===== src/rtl/fetch_pkg.sv =====
`default_nettype none
// ============================================================================
//  Module      : fetch_pkg
//  Description : Shared types and constants for the instruction-fetch stage.
//  Revision    : 1.0 - initial release
// ============================================================================
package fetch_pkg;

    // Bytes per instruction word; the PC advances by this amount per fetch.
    localparam int INSTR_BYTES = 4;

    // Fetch control state: fetching, or halted on a misaligned redirect.
    typedef enum logic [0:0] {
        RUN   = 1'b0,
        FAULT = 1'b1
    } fetch_state_t;

    // One buffered fetch result handed to decode.
    typedef struct packed {
        logic [31:0] pc;
        logic [31:0] instr;
    } fetch_entry_t;

    // A redirect target is usable only if it is word aligned.
    function automatic logic is_aligned(input logic [31:0] addr);
        return (addr[1:0] == 2'b00);
    endfunction

endpackage : fetch_pkg
`default_nettype wire


===== src/rtl/fetch_unit_if.sv =====
`default_nettype none
// ============================================================================
//  Module      : fetch_unit_if
//  Description : Memory, redirect and decode-side signals of the fetch stage.
//                master = fetch unit, slave = surrounding pipeline/memory.
//  Revision    : 1.0 - initial release
// ============================================================================
interface fetch_unit_if;

    logic [31:0] imem_addr;
    logic [31:0] imem_rdata;
    logic        redirect_valid;
    logic [31:0] redirect_pc;
    logic        out_valid;
    logic        out_ready;
    logic [31:0] out_pc;
    logic [31:0] out_instr;
    logic        fault;
    logic [31:0] fetch_count;

    modport master (
        output imem_addr,
        input  imem_rdata,
        input  redirect_valid,
        input  redirect_pc,
        output out_valid,
        input  out_ready,
        output out_pc,
        output out_instr,
        output fault,
        output fetch_count
    );

    modport slave (
        input  imem_addr,
        output imem_rdata,
        output redirect_valid,
        output redirect_pc,
        input  out_valid,
        output out_ready,
        input  out_pc,
        input  out_instr,
        input  fault,
        input  fetch_count
    );

endinterface : fetch_unit_if
`default_nettype wire


===== src/rtl/fetch_fifo.sv =====
`default_nettype none
// ============================================================================
//  Module      : fetch_fifo
//  Description : Small synchronous FIFO of fetch entries. Flush wins over
//                push; push and pop may both occur while full.
//  Revision    : 1.0 - initial release
// ============================================================================
module fetch_fifo
    import fetch_pkg::*;
#(
    parameter int DEPTH = 2
) (
    input  wire logic         clk,
    input  wire logic         reset,
    input  wire logic         push,
    input  wire fetch_entry_t push_data,
    input  wire logic         pop,
    input  wire logic         flush,
    output logic              full,
    output logic              empty,
    output fetch_entry_t      head
);

    localparam int c_PTR_W = (DEPTH > 1) ? $clog2(DEPTH) : 1;
    localparam int c_CNT_W = $clog2(DEPTH + 1);

    fetch_entry_t        r_mem [DEPTH];
    logic [c_PTR_W-1:0]  r_rd_ptr;
    logic [c_PTR_W-1:0]  r_wr_ptr;
    logic [c_CNT_W-1:0]  r_count;

    logic w_do_push;
    logic w_do_pop;

    assign full  = (r_count == c_CNT_W'(DEPTH));
    assign empty = (r_count == '0);
    assign head  = r_mem[r_rd_ptr];

    // A push into a full FIFO only lands if the head leaves in the same cycle;
    // when full the write slot is the head slot being vacated.
    assign w_do_push = push & (~full | pop);
    assign w_do_pop  = pop & ~empty;

    // Storage, pointers and occupancy; flush discards contents without
    // touching the entry registers.
    always_ff @(posedge clk) begin
        if (reset) begin
            for (int i = 0; i < DEPTH; i++) begin
                r_mem[i] <= '0;
            end
            r_rd_ptr <= '0;
            r_wr_ptr <= '0;
            r_count  <= '0;
        end else if (flush) begin
            r_rd_ptr <= '0;
            r_wr_ptr <= '0;
            r_count  <= '0;
        end else begin
            if (w_do_push) begin
                r_mem[r_wr_ptr] <= push_data;
                r_wr_ptr        <= r_wr_ptr + 1'b1;
            end
            if (w_do_pop) begin
                r_rd_ptr <= r_rd_ptr + 1'b1;
            end
            r_count <= r_count + c_CNT_W'(w_do_push) - c_CNT_W'(w_do_pop);
        end
    end

endmodule : fetch_fifo
`default_nettype wire


===== src/rtl/fetch_unit.sv =====
`default_nettype none
// ============================================================================
//  Module      : fetch_unit
//  Description : Instruction-fetch stage. Owns the PC, drives the
//                combinational instruction memory, buffers results for
//                decode, handles redirects and a sticky misalignment fault.
//  Revision    : 1.0 - initial release
// ============================================================================
module fetch_unit
    import fetch_pkg::*;
#(
    parameter logic [31:0] RESET_PC = 32'h0000_0000,
    parameter int          DEPTH    = 2
) (
    input  wire logic     clk,
    input  wire logic     reset,
    fetch_unit_if.master  bus
);

    fetch_state_t r_state;
    fetch_state_t w_state_next;
    logic [31:0]  r_pc;
    logic [31:0]  w_pc_next;
    logic [31:0]  r_fetch_count;

    logic         w_enq;
    logic         w_deq;
    logic         w_flush;
    logic         w_full;
    logic         w_empty;
    logic         w_out_valid;
    fetch_entry_t w_push_data;
    fetch_entry_t w_head;

    // Head is only offered while running; in FAULT the buffer is empty anyway.
    assign w_out_valid = (r_state == RUN) & ~w_empty;
    assign w_deq       = w_out_valid & bus.out_ready;

    assign w_push_data.pc    = r_pc;
    assign w_push_data.instr = bus.imem_rdata;

    // Next state, PC and buffer controls; a redirect suppresses this cycle's
    // enqueue and a misaligned target halts fetch with the PC left as is.
    always_comb begin
        w_state_next = r_state;
        w_pc_next    = r_pc;
        w_enq        = 1'b0;
        w_flush      = 1'b0;
        case (r_state)
            RUN: begin
                if (bus.redirect_valid) begin
                    w_flush = 1'b1;
                    if (is_aligned(bus.redirect_pc)) begin
                        w_pc_next = bus.redirect_pc;
                    end else begin
                        w_state_next = FAULT;
                    end
                end else if (~w_full | w_deq) begin
                    w_enq     = 1'b1;
                    w_pc_next = r_pc + 32'(INSTR_BYTES);
                end
            end
            FAULT: begin
                w_state_next = FAULT;
            end
            default: begin
                w_state_next = RUN;
            end
        endcase
    end

    // State and program counter registers.
    always_ff @(posedge clk) begin
        if (reset) begin
            r_state <= RUN;
            r_pc    <= RESET_PC;
        end else begin
            r_state <= w_state_next;
            r_pc    <= w_pc_next;
        end
    end

    // Count of entries accepted by decode.
    always_ff @(posedge clk) begin
        if (reset) begin
            r_fetch_count <= '0;
        end else if (w_deq) begin
            r_fetch_count <= r_fetch_count + 32'd1;
        end
    end

    fetch_fifo #(
        .DEPTH (DEPTH)
    ) u_fifo (
        .clk       (clk),
        .reset     (reset),
        .push      (w_enq),
        .push_data (w_push_data),
        .pop       (w_deq),
        .flush     (w_flush),
        .full      (w_full),
        .empty     (w_empty),
        .head      (w_head)
    );

    assign bus.imem_addr   = r_pc;
    assign bus.out_valid   = w_out_valid;
    assign bus.out_pc      = w_head.pc;
    assign bus.out_instr   = w_head.instr;
    assign bus.fault       = (r_state == FAULT);
    assign bus.fetch_count = r_fetch_count;

endmodule : fetch_unit
`default_nettype wire


===== src/flat_wrapper.sv =====
// flat-port wrapper written by rule: the top's interface ports become plain ports
module fetch_unit_flat import fetch_pkg::*;
#(
    parameter logic [31:0] RESET_PC = 32'h0000_0000,
    parameter int          DEPTH    = 2
)
  (clk, reset, bus_imem_addr, bus_imem_rdata, bus_redirect_valid, bus_redirect_pc, bus_out_valid, bus_out_ready, bus_out_pc, bus_out_instr, bus_fault, bus_fetch_count);
  fetch_unit_if bus_i ();
  input  wire logic clk;
  input  wire logic reset;
  output wire logic [$bits(bus_i.imem_addr)-1:0] bus_imem_addr;
  input wire logic [$bits(bus_i.imem_rdata)-1:0] bus_imem_rdata;
  input wire logic [$bits(bus_i.redirect_valid)-1:0] bus_redirect_valid;
  input wire logic [$bits(bus_i.redirect_pc)-1:0] bus_redirect_pc;
  output wire logic [$bits(bus_i.out_valid)-1:0] bus_out_valid;
  input wire logic [$bits(bus_i.out_ready)-1:0] bus_out_ready;
  output wire logic [$bits(bus_i.out_pc)-1:0] bus_out_pc;
  output wire logic [$bits(bus_i.out_instr)-1:0] bus_out_instr;
  output wire logic [$bits(bus_i.fault)-1:0] bus_fault;
  output wire logic [$bits(bus_i.fetch_count)-1:0] bus_fetch_count;
  assign bus_imem_addr = bus_i.imem_addr;
  assign bus_i.imem_rdata = bus_imem_rdata;
  assign bus_i.redirect_valid = bus_redirect_valid;
  assign bus_i.redirect_pc = bus_redirect_pc;
  assign bus_out_valid = bus_i.out_valid;
  assign bus_i.out_ready = bus_out_ready;
  assign bus_out_pc = bus_i.out_pc;
  assign bus_out_instr = bus_i.out_instr;
  assign bus_fault = bus_i.fault;
  assign bus_fetch_count = bus_i.fetch_count;
  fetch_unit #(.RESET_PC(RESET_PC), .DEPTH(DEPTH)) u_core (.clk(clk), .reset(reset), .bus(bus_i));
endmodule

===== config.mk =====
export PLATFORM = sky130hd
export DESIGN_NAME = fetch_unit_flat
export DESIGN_NICKNAME = d
export VERILOG_FILES = /design/src/rtl/fetch_pkg.sv /design/src/rtl/fetch_unit_if.sv /design/src/rtl/fetch_fifo.sv /design/src/rtl/fetch_unit.sv /design/src/flat_wrapper.sv
export SDC_FILE = /design/constraint.sdc
export NUM_CORES = 1
export LEC_CHECK = 0
export BUFFER_PORTS_ARGS = -buffer_cell sky130_fd_sc_hd__buf_2
export CAP_MARGIN = 20
export CORE_MARGIN = 2
export CORE_UTILIZATION = 35
export DETAILED_ROUTE_END_ITERATION = 8
export GPL_TIMING_DRIVEN = 0
export PLACE_DENSITY = 0.59
export SYNTH_ARGS = -nofsm -noshare
export SYNTH_HDL_FRONTEND = slang
export SYNTH_SLANG_ARGS = --single-unit
export TNS_END_PERCENT = 10

===== constraint.sdc =====
create_clock -name clk -period 9.25 [get_ports clk]
set_input_delay 0.4625 -clock clk [delete_from_list [all_inputs] [get_ports clk]]
set_output_delay 0.4625 -clock clk [all_outputs]
set_load 0.02 [all_outputs]

==> out/metrics.yaml, run 1 <==
floorplan:
  io_pins: 198
  dieArea_um2: 28690
  die_w_um: 169.4
  start_util: 0.3562
  dieHeight_um: 169.4
  core_area_um2: 26880
  rows: 60
placement:
  gp_congestion: 0.8625
  portBuffers: 196
  placed_cells: 1394
  pre_cts_ws_ps: 6316
  hpwl_um: 19170
timing:
  fin_ws_ps: 6391
  fin_crit_sh: 0.3091
  skew_ps: 14.50
  slew_headroom: 0.4399
  max_slew.worst_pin.slew_ps: 832.5
  setup_viol: 0
  period_needed_ps: 2859
  hold_viol: 0
  rsz0062_at_grt: "no"
  clock.fmax_ghz: 0.3498
  drv_slew: 0
clock_tree:
  clock_tree.root_cell: "clkbuf_16"
  cts_sinks: 198
  cts_buffers: 17
  cts_tree: "done"
  postCtsSetupBuffers: 0
  htree_levels: 4
  worstSkewPairLatency_ps: 440
  ctsHoldBuffers: 0
  cts_resized: 0
  path_clk_slew_ps: 80
  clk_path_buf_depth: 2
global_routing:
  grt_usage: 0.1851
  grt_overflow: 0
  grt_first_pass_wirelength_um: 40950
  grt_start_max_net_pins: 54
  grt_pass1_vias: 7135
  antenna_found_initial: 8
route:
  avgViaCountPerCell: 5.331
  vias: 7639
  wire_per_inst_um: 18.90
  drc: 0
  first_pass_iters: 5
  drtAntennaViolNets: 0
  routed_wl_um: 27090
  drtIter0Drc: 696
logic_synthesis:
  synth_area_leaders: "edfxtp_1 40%, dfxtp_1 15%, mux2_2 8.7%"
  yosys.area.top_type_share: 0.4015
  synth.distinct_cells: 75
  yosysTopAreaCell: "edfxtp_1"
  synthesis.area_um2: 9573
  synth_fp_nets: 926
  synth.most_common_cell: "edfxtp_1"
  synth_area_per_cell_um2: 11.21
  yosysWarnings: 0
  synth_common_cells: "128 x edfxtp_1, 123 x and2_1, 74 x mux2_2"
  async_flop_share: 0
  ys_seq_area_frac: 0.5479
  syn_inst: 854
  synth_flop_cell: "edfxtp_1"
  ys_ff_latch: 198
  synth_edf_count: 128
power:
  p_sw_mw: 0.5694
  p_int_mw: 1.451
  clkPwrFrac: 0.368
  power_frac_comb: 0.129
  power_density_nw_per_um2: 172.9
  leakage_nw: 4.640
  seq_power_share: 0.503
  ir_worst_vdd_v: 0.0001066
  p_sw_frac: 0.2818
hold_path:
  hp-class: "in2reg"
status:
  status: "completed"
critical_path:
  worstPathArrival_ps: 2400
  worst-path-max-fanout: 10
  critPathKind: "reg2out"
  end_kind: "output port"
  startpoint_type: "flop"
  cp.required_ps: 8790
layout:
  finalNonFillerCells: 1433
  nNetsFinal: 1144
  synthToLayoutAreaGrowth_pct: 22.05
  drive_gt1_frac: 0.3134
  utilization: 0.4347
flow_run:
  max-cap-violations: 0
[cell type report]
cell class,count,area (µm²)
Fill cell,2615,15190
Sequential cell,198,5245
Multi-Input combinational cell,575,3976
Timing Repair Buffer,199,1049
Tap cell,341,426.7
Clock buffer,17,425.4
Buffer,63,302.8
Clock inverter,15,173.9
Inverter,18,67.56
Antenna cell,7,17.52
[final timing paths]
kind	startpoint	endpoint	slack (ps)	cells past startpoint
setup / recovery	flop	bus_out_pc[25]	6390	4
hold / removal	bus_imem_rdata[26]	u_core.u_fifo.r_mem[1][26]$_SDFFCE_PN0P_	300	2
setup reg to reg	u_core.bus.imem_addr[2]$_SDFFE_PP0P_	u_core.bus.imem_addr[26]$_SDFFE_PP0P_	6440	6
hold reg to reg	u_core.bus.fetch_count[1]$_SDFFE_PP0N_	u_core.bus.fetch_count[1]$_SDFFE_PP0N_	490	2
[cell families (layout without fill, tap and decap cells)]
| group | Yosys count | after routing | share of synthesized area |
|---|---|---|---|
| buf+inv | 81 | 312 | 0.03869 |
| simple gates | 362 | 362 | 0.2201 |
| flops | 198 | 198 | 0.5479 |
| fa+ha+maj | 4 | 4 | 0.005228 |
| mux | 75 | 75 | 0.08809 |
| compound gates | 123 | 123 | 0.08993 |
| other cells | 0 | 7 | 0 |
| xor+xnor | 11 | 11 | 0.01006 |
[cells in the final DEF, fill, tap and decap left out, types with 17 or more instances in the layout]
master	instances
o21ai_0	19
inv_1	17
nand2_1	40
nor3_1	21
buf_2	202
edfxtp_1	128
mux2_2	74
a21oi_1	31
clkbuf_16	17
nor2_1	38
and2_1	123
nor4_1	21
dfxtp_1	70
nand4_1	30
nand3_1	24
clkbuf_1	46
[power by group through the flow]
stage	logic [mW]	clock network, mW	registers, mW
6_report	0.260	0.744	1.02
5_1_grt	0.280	0.792	1.02
4_1_cts	0.263	0.760	1.02
3_5_place_dp	0.262	0	1.04
3_3_place_gp	0.255	0	1.04
2_1_floorplan	0.151	0	1.04
[flip-flops by register name, indices dropped and copies added, names as in the netlist, named ones only]
register                count
u_core.u_fifo.r_mem       128
u_core.u_fifo.r_count       2
u_core.u_fifo.r_wr_ptr      1
u_core.bus.imem_addr       32
u_core.u_fifo.r_rd_ptr      1
u_core.bus.fetch_count     32
u_core.bus.fault            1
[per-layer routing]
metal	track usage	up-vias	wire (µm)
met2	0.3004	261	12590
met3	0.04431	21	1755
li1	-	3625	-
met5	0	-	7
met1	0.2482	3730	12350
met4	0.04980	2	380
[stage by stage]
stage	instance area [µm²]	setup TNS (ps)	hold slack [ps]	total power [mW]
2_1_floorplan	9573	0	472.5	1.193
3_3_place_gp	10980	-32500	475.0	1.297
3_5_place_dp	11070	0	477.9	1.298
4_1_cts	11670	0	289.0	2.038
5_1_grt	11670	0	283.1	2.094
6_report	11680	0	304.1	2.020
[critical path, stage by stage, from the launching register on]
cell and delay (ps):
dfxtp_1 320, clkbuf_1 530, clkbuf_1 540, mux2_2 410
buf_2 160
Note: power is estimated with default switching activity, not from simulation.
==> run 2: changes to the inputs <==
--- a/config.mk
+++ b/config.mk
@@ -5,13 +5,14 @@
 export SDC_FILE = /design/constraint.sdc
 export NUM_CORES = 1
 export LEC_CHECK = 0
+export ABC_AREA = 1
 export BUFFER_PORTS_ARGS = -buffer_cell sky130_fd_sc_hd__buf_2
 export CAP_MARGIN = 20
 export CORE_MARGIN = 2
 export CORE_UTILIZATION = 35
 export DETAILED_ROUTE_END_ITERATION = 8
 export GPL_TIMING_DRIVEN = 0
-export PLACE_DENSITY = 0.59
+export PLACE_DENSITY = 0.61
 export SYNTH_ARGS = -nofsm -noshare
 export SYNTH_HDL_FRONTEND = slang
 export SYNTH_SLANG_ARGS = --single-unit
==> constraint.sdc (replaced) <==
create_clock -name clk -period 2.6 [get_ports clk]
set_input_delay 0.13 -clock clk [delete_from_list [all_inputs] [get_ports clk]]
set_output_delay 0.13 -clock clk [all_outputs]
set_load 0.02 [all_outputs]
==> run 2 against run 1 <==
Effect of this change:
- register-to-register slack worse by 6100 ps
- setup slack worse by 6100 ps
- sequential power grew to 3.5 times the previous value
- area after synthesis increased by 6.1%
- combinational power grew to 4.2 times the previous value
- non-clock buffer count decreased by 18
- sequential share of layout area shrank 2.4 points
- cell count is 22% higher
- cell area grew 5.7%
- total power rose to 3.7 times the previous value
- largest power group unchanged
==> out/metrics.yaml, run 2 <==
critical_path:
  reg2reg_from: "u_core.u_fifo.r_count[1]$_SDFF_PP0_"  # was u_core.bus.imem_addr[2]$_SDFFE_PP0P_
  reg2reg_slack_ps: 330  # was 6440 ps
  rr_worst_depth: 8  # was 6
  critPathKind: "reg2out"  # unchanged
  worstPathArrival_ps: 2190  # was 2400 ps
  cp.required_ps: 2470  # was 8790 ps
  startpoint_type: "flop"  # unchanged
  end_kind: "output port"  # unchanged
  worst-path-max-fanout: 10  # unchanged
logic_synthesis:
  ys_ff_latch: 198  # unchanged
  synth.most_common_cell: "nand2_1"  # was edfxtp_1
  yosysWarnings: 0  # unchanged
  yosysTopAreaCell: "edfxtp_1"  # unchanged
  synth_edf_count: 128  # unchanged
  yosys.area.top_type_share: 0.3783  # was 0.4015
  synth_compound_area_frac: 0.05049  # was 0.08992
  synth_common_cells: "241 x nand2_1, 215 x nor2_1, 128 x edfxtp_1"  # was 128 x edfxtp_1, 123 x and2_1, 74 x mux2_2
  synth_top_family_by_area: "simple AND/OR/NAND/NOR gates"  # unchanged
  async_flop_share: 0  # unchanged
  synthesis.area_um2: 10160  # was 9573 µm²
  syn_inst: 1123  # was 854
  synth-xor-area-share: 0.005172  # was 0.01006
  synthAdderAreaFrac: 0.004926  # was 0.005228
  ys_seq_area_frac: 0.5162  # was 0.5479
  synthMuxAreaShare: 0.07487  # was 0.08809
  synth.distinct_cells: 33  # was 75
  synth_area_leaders: "edfxtp_1 38%, dfxtp_1 14%, nand2_1 8.9%"  # was edfxtp_1 40%, dfxtp_1 15%, mux2_2 8.7%
  synth_flop_cell: "edfxtp_1"  # unchanged
  synth_fp_nets: 1195  # was 926
  synth_area_per_cell_um2: 9.048  # was 11.21 µm²
  synth_simple_gate_area_frac: 0.2804  # was 0.2201
route:
  wire_per_inst_um: 15.91  # was 18.90 µm
  vias: 8269  # was 7639
  drtAntennaViolNets: 0  # unchanged
  drtIter0Drc: 563  # was 696
  avgViaCountPerCell: 4.739  # was 5.331
  routed_wl_um: 27760  # was 27090 µm
  drc: 0  # unchanged
  first_pass_iters: 5  # unchanged
placement:
  gp_congestion: 0.9084  # was 0.8625
  hpwl_um: 20720  # was 19170 µm
  placed_cell_area_um2: 11660  # was 11070 µm²
  portBuffers: 196  # unchanged
timing:
  drv_slew: 0  # unchanged
  hold_slack_ps: 15.32  # was 304.1 ps
  clock.fmax_ghz: 0.4310
  slew_headroom: 0.3586  # was 0.4399
  hold_viol: 0  # unchanged
  setup_viol: 0  # unchanged
  rsz0062_at_grt: "no"  # unchanged
  max_slew.worst_pin.slew_ps: 962.2  # was 832.5 ps
  fin_crit_sh: 0.8923
  period_needed_ps: 2320
  skew_ps: 14.47  # was 14.50 ps
  tns_ps: 0  # unchanged
floorplan:
  dieHeight_um: 174.4  # was 169.4 µm
  die_w_um: 174.4  # was 169.4 µm
  io_pins: 198  # unchanged
  dieArea_um2: 30410  # was 28690 µm²
  core_area_um2: 28630  # was 26880 µm²
  start_util: 0.3550  # was 0.3562
  rows: 62  # was 60
layout:
  regArea_um2: 5245  # unchanged
  top_register: "u_core.u_fifo.r_mem"  # unchanged
  final_cell_mix: "239 x nand2_1, 215 x nor2_1, 199 x buf_2, 128 x edfxtp_1, 109 x inv_1"  # was 202 x buf_2, 128 x edfxtp_1, 123 x and2_1, 74 x mux2_2, 70 x dfxtp_1
  drive_gt1_frac: 0.2795  # was 0.3134
  layout_commonest_cell: "nand2_1"  # was buf_2
  nNetsFinal: 1415  # was 1144
  fill_cells: 2849  # was 2615
  largest_register_ff_count: 128  # unchanged
  multi_input_area_um2: 4249  # was 3976 µm²
  fin_area_um2: 12350  # was 11680 µm²
  synthToLayoutAreaGrowth_pct: 21.51  # was 22.05%
global_routing:
  grt_overflow: 0  # unchanged
  grt_usage: 0.1850  # was 0.1851
  grt_pass1_vias: 7850  # was 7135
  antenna_found_initial: 7  # was 8
  grt_start_max_net_pins: 65  # was 54
  grt_first_pass_wirelength_um: 43530  # was 40950 µm
clock_tree:
  cts_tree: "done"  # unchanged
  clock_tree.root_cell: "clkbuf_16"  # unchanged
  cts_buffers: 17  # unchanged
  worstSkewPairLatency_ps: 440  # about the same
  cts_sinks: 198  # unchanged
  path_clk_slew_ps: 90  # was 80 ps
  htree_levels: 4  # unchanged
  clk_path_buf_depth: 2  # unchanged
power:
  ir_worst_vdd_v: 0.0003610  # was 0.0001066 V
  leakage_nw: 4.942  # was 4.640 nW
  power_density_nw_per_um2: 601.9  # was 172.9 nW/µm²
flow_run:
  max-cap-violations: 0  # unchanged
hold_path:
  worstHoldStart: "bus_imem_rdata[15]"  # was bus_imem_rdata[26]
  hp-class: "in2reg"  # unchanged
  min_path_cells: 3  # was 2
status:
  status: "completed"  # unchanged
run 2: cell count changes in the layout (fill, tap and decap cells not counted), sizes merged, moves of 14 or more:
cell / change
nor2: +237
nand2: +203
and2: -125
inv: +93
a21oi: +25
clkbuf: -24
nand3: +21
nor4: -20
nand4: -19
nor3: -16
o21ai: +14
run 2: repair_timing:
action	4_1_cts	5_1_grt
gates resized for setup	3	0
setup buffers	2	0
hold endpoints to repair	4	0
setup endpoints to repair	124	0
hold buffers	3	0
run 2: cell type report:
class	count	area share
sequential	198	0.4248
multi-input combinational	772	0.3441
timing repair buffer	202	0.08533
tap	384	0.03891
clock buffer	17	0.03445
inverter	110	0.03344
buffer	42	0.02240
clock inverter	15	0.01550
antenna	5	0.001013
run 2: path summary, 6_finish.rpt:
kind / to
hold reg to reg: u_core.u_fifo.r_wr_ptr$_SDFFE_PP0P_
hold / removal: u_core.u_fifo.r_mem[0][15]$_SDFFCE_PN0P_
setup / recovery: bus_out_pc[2]
setup reg to reg: u_core.u_fifo.r_mem[1][33]$_SDFFCE_PN0P_
run 2: through the flow:
stage	cells	util	setup slack, ps	power, mW
finish	1745	0.4313	280.0	7.431
global route	1741	0.4310	128.6	7.713
CTS	1740	0.4309	222.8	7.487
detailed placement	1704	0.4075	-920.5	4.783
global placement	1703	0.4064	-904.6	4.761
floorplan	1123	-	296.2	4.394
run 2: where the power goes:
part / switching [mW] / internal, mW
logic: 0.719 / 0.370
clock network: 1.39 / 1.33
registers: 0.0931 / 3.53
run 2: kinds of logic after synthesis:
kind of cell / count (synthesis)
DFF: 198
muxes: 68
AOI/OAI and AO/OA: 99
xor gates and xnor gates: 6
and+or+nand+nor: 595
adders and majority gates: 4
buffers and inverters: 153
run 2: worst max-delay path, cell delays in order (launching register included):
cell and delay [ps]:
dfxtp_1 310, clkbuf_2 350, clkbuf_1 490, mux2_2 430
buf_2 170
run 2: routing by layer:
layer  vias to the layer above  wire (µm)  global-route usage
met5                         -         30                   0
met4                         4        578             0.05987
met3                        38       2302             0.05468
met2                       258      12850              0.2979
met1                      3858      12000              0.2385
li1                       4111          -                   -
==> run 3: changes to the inputs <==
--- a/config.mk
+++ b/config.mk
@@ -8,11 +8,12 @@
 export ABC_AREA = 1
 export BUFFER_PORTS_ARGS = -buffer_cell sky130_fd_sc_hd__buf_2
 export CAP_MARGIN = 20
+export CORE_ASPECT_RATIO = 0.8
 export CORE_MARGIN = 2
 export CORE_UTILIZATION = 35
 export DETAILED_ROUTE_END_ITERATION = 8
 export GPL_TIMING_DRIVEN = 0
-export PLACE_DENSITY = 0.61
+export PLACE_DENSITY = 0.59
 export SYNTH_ARGS = -nofsm -noshare
 export SYNTH_HDL_FRONTEND = slang
 export SYNTH_SLANG_ARGS = --single-unit
==> constraint.sdc (replaced) <==
create_clock -name clk -period 2.75 [get_ports clk]
set_input_delay 0.1375 -clock clk [delete_from_list [all_inputs] [get_ports clk]]
set_output_delay 0.1375 -clock clk [all_outputs]
set_load 0.02 [all_outputs]
==> run 3 against run 2 <==
Effect of this change:
- combinational power down 4%
- flip-flop and latch count stayed put
- global-route usage up 0.52 points
- non-clock buffer count grew 3
- first-iteration DRC count grew 12%
- highest routed layer is now met4
- wire length increased by 3.4%
- die area about the same
- via count is 0.48% higher
- cell count fell by 0.86%
- sequential share of layout area rose by 0.23 points
- critical path depth unchanged
==> out/metrics.yaml, run 3 (synthesis results as in run 2) <==
status:
  status: "completed"  # unchanged
layout:
  top_register: "u_core.u_fifo.r_mem"  # unchanged
  drive_gt1_frac: 0.2759  # was 0.2795
  final_cell_mix: "239 x nand2_1, 215 x nor2_1, 199 x buf_2, 128 x edfxtp_1, 109 x inv_1"  # unchanged
  synthToLayoutAreaGrowth_pct: 20.86  # was 21.51%
  nNetsFinal: 1418  # was 1415
  fill_cells: 2845  # was 2849
  utilization: 0.4321  # was 0.4313
  largest_register_ff_count: 128  # unchanged
  layout_commonest_cell: "nand2_1"  # unchanged
timing:
  skew_ps: 17.69  # was 14.47 ps
  max_slew.worst_pin.slew_ps: 1054  # was 962.2 ps
  clock.fmax_ghz: 0.3906
  rsz0062_at_grt: "no"  # unchanged
  hold_slack_ps: 19.73  # was 15.32 ps
  fin_crit_sh: 0.9309
  hold_viol: 0  # unchanged
  period_needed_ps: 2560
  drv_slew: 0  # unchanged
  setup_viol: 0  # unchanged
  slew_headroom: 0.2973  # was 0.3586
floorplan:
  start_util: 0.3575  # was 0.3550
  dieHeight_um: 156.4  # was 174.4 µm
  dieArea_um2: 30420  # was 30410 µm²
  io_pins: 198  # unchanged
  rows: 55  # was 62
  die_w_um: 194.5  # was 174.4 µm
  core_area_um2: 28420  # was 28630 µm²
critical_path:
  end_kind: "output port"  # unchanged
  critPathKind: "reg2out"  # unchanged
  startpoint_type: "flop"  # unchanged
  worst-path-max-fanout: 10  # unchanged
  cp.required_ps: 2610  # was 2470 ps
  worstPathArrival_ps: 2420  # was 2190 ps
route:
  routed_wl_um: 28710  # was 27760 µm
  drtAntennaViolNets: 0  # unchanged
  first_pass_iters: 6  # was 5
  drtIter0Drc: 628  # was 563
  drc: 0  # unchanged
  avgViaCountPerCell: 4.803  # was 4.739
  wire_per_inst_um: 16.60  # was 15.91 µm
  vias: 8309  # was 8269
placement:
  hpwl_um: 21040  # was 20720 µm
  gp_congestion: 0.9006  # was 0.9084
  portBuffers: 196  # unchanged
global_routing:
  grt_start_max_net_pins: 58  # was 65
  grt_usage: 0.1902  # was 0.1850
  antenna_found_initial: 0  # was 7
  grt_overflow: 0  # unchanged
  grt_first_pass_wirelength_um: 43970  # was 43530 µm
  grt_pass1_vias: 7829  # was 7850
clock_tree:
  htree_levels: 4  # unchanged
  path_clk_slew_ps: 70  # was 90 ps
  cts_buffers: 17  # unchanged
  cts_tree: "done"  # unchanged
  clk_path_buf_depth: 2  # unchanged
  clock_tree.root_cell: "clkbuf_16"  # unchanged
  cts_sinks: 198  # unchanged
  worstSkewPairLatency_ps: 450  # was 440 ps
power:
  ir_worst_vdd_v: 0.0004713  # was 0.0003610 V
  power_density_nw_per_um2: 560.9  # was 601.9 nW/µm²
  leakage_nw: 4.926  # was 4.942 nW
hold_path:
  hp-class: "in2reg"  # unchanged
flow_run:
  max-cap-violations: 0  # unchanged
run 3: worst paths after layout:
check                                            from                                  endpoint  slack [ps]  depth (start not counted)
hold reg to reg   u_core.u_fifo.r_wr_ptr$_SDFFE_PP0P_       u_core.u_fifo.r_wr_ptr$_SDFFE_PP0P_         490                          2
setup / recovery                                 flop                            bus_out_pc[22]         190                          4
setup reg to reg  u_core.u_fifo.r_count[1]$_SDFF_PP0_  u_core.u_fifo.r_mem[1][41]$_SDFFCE_PN0P_         430                          8
hold / removal                      bus_imem_rdata[2]   u_core.u_fifo.r_mem[0][2]$_SDFFCE_PN0P_          20                          3
run 3: layout make-up:
class                      count  area, µm²  share of cell area
antenna                        1      2.502           0.0002038
buffer                        42      274.0             0.02231
clock buffer                  18      429.2             0.03495
clock inverter                14      117.6            0.009577
inverter                     110      412.9             0.03362
multi-input combinational    772       4240              0.3453
sequential                   198       5245              0.4271
tap                          370      462.9             0.03770
timing repair buffer         205       1096             0.08925
run 3: routing by layer:
metal | track usage | part of all wire
met1 | 0.2664 | 0.47
met4 | 0.04799 | 0.013
met2 | 0.2994 | 0.45
met3 | 0.04116 | 0.066
met5 | 0 | 0
run 3: what timing repair did:
| item | 4_1_cts | 5_1_grt |
|---|---|---|
| hold endpoints to repair | 7 | 0 |
| resized for setup | 0 | 0 |
| hold buffers | 6 | 0 |
| setup buffers | 1 | 0 |
| setup endpoints to repair | 57 | 0 |
run 3: stage by stage:
stage / instance area (µm²) / instances / worst slack (ps) / TNS, ps / power, mW
after floorplan: 10160 / 1123 / -165.4 / -10590 / 4.156
after global placement: 11610 / 1689 / -1819 / -206570 / 4.526
after detailed placement: 11670 / 1691 / -447.4 / -26030 / 4.542
after CTS: 12280 / 1729 / 38.50 / 0 / 6.955
after global routing: 12280 / 1729 / 22.76 / 0 / 7.150
final: 12280 / 1730 / 190.0 / 0 / 6.888
run 3: critical path: stages, from the launching register on:
cell      delay [ps]
dfxtp_1          310
clkbuf_1         520
clkbuf_1         550
mux2_2           430
buf_2            170
run 3: report_power, final:
part	internal (mW)	leakage [nW]	switching, mW
Sequential	3.33	1.92	0.0906
Combinational	0.356	2.74	0.695
Clock	1.19	0.266	1.23
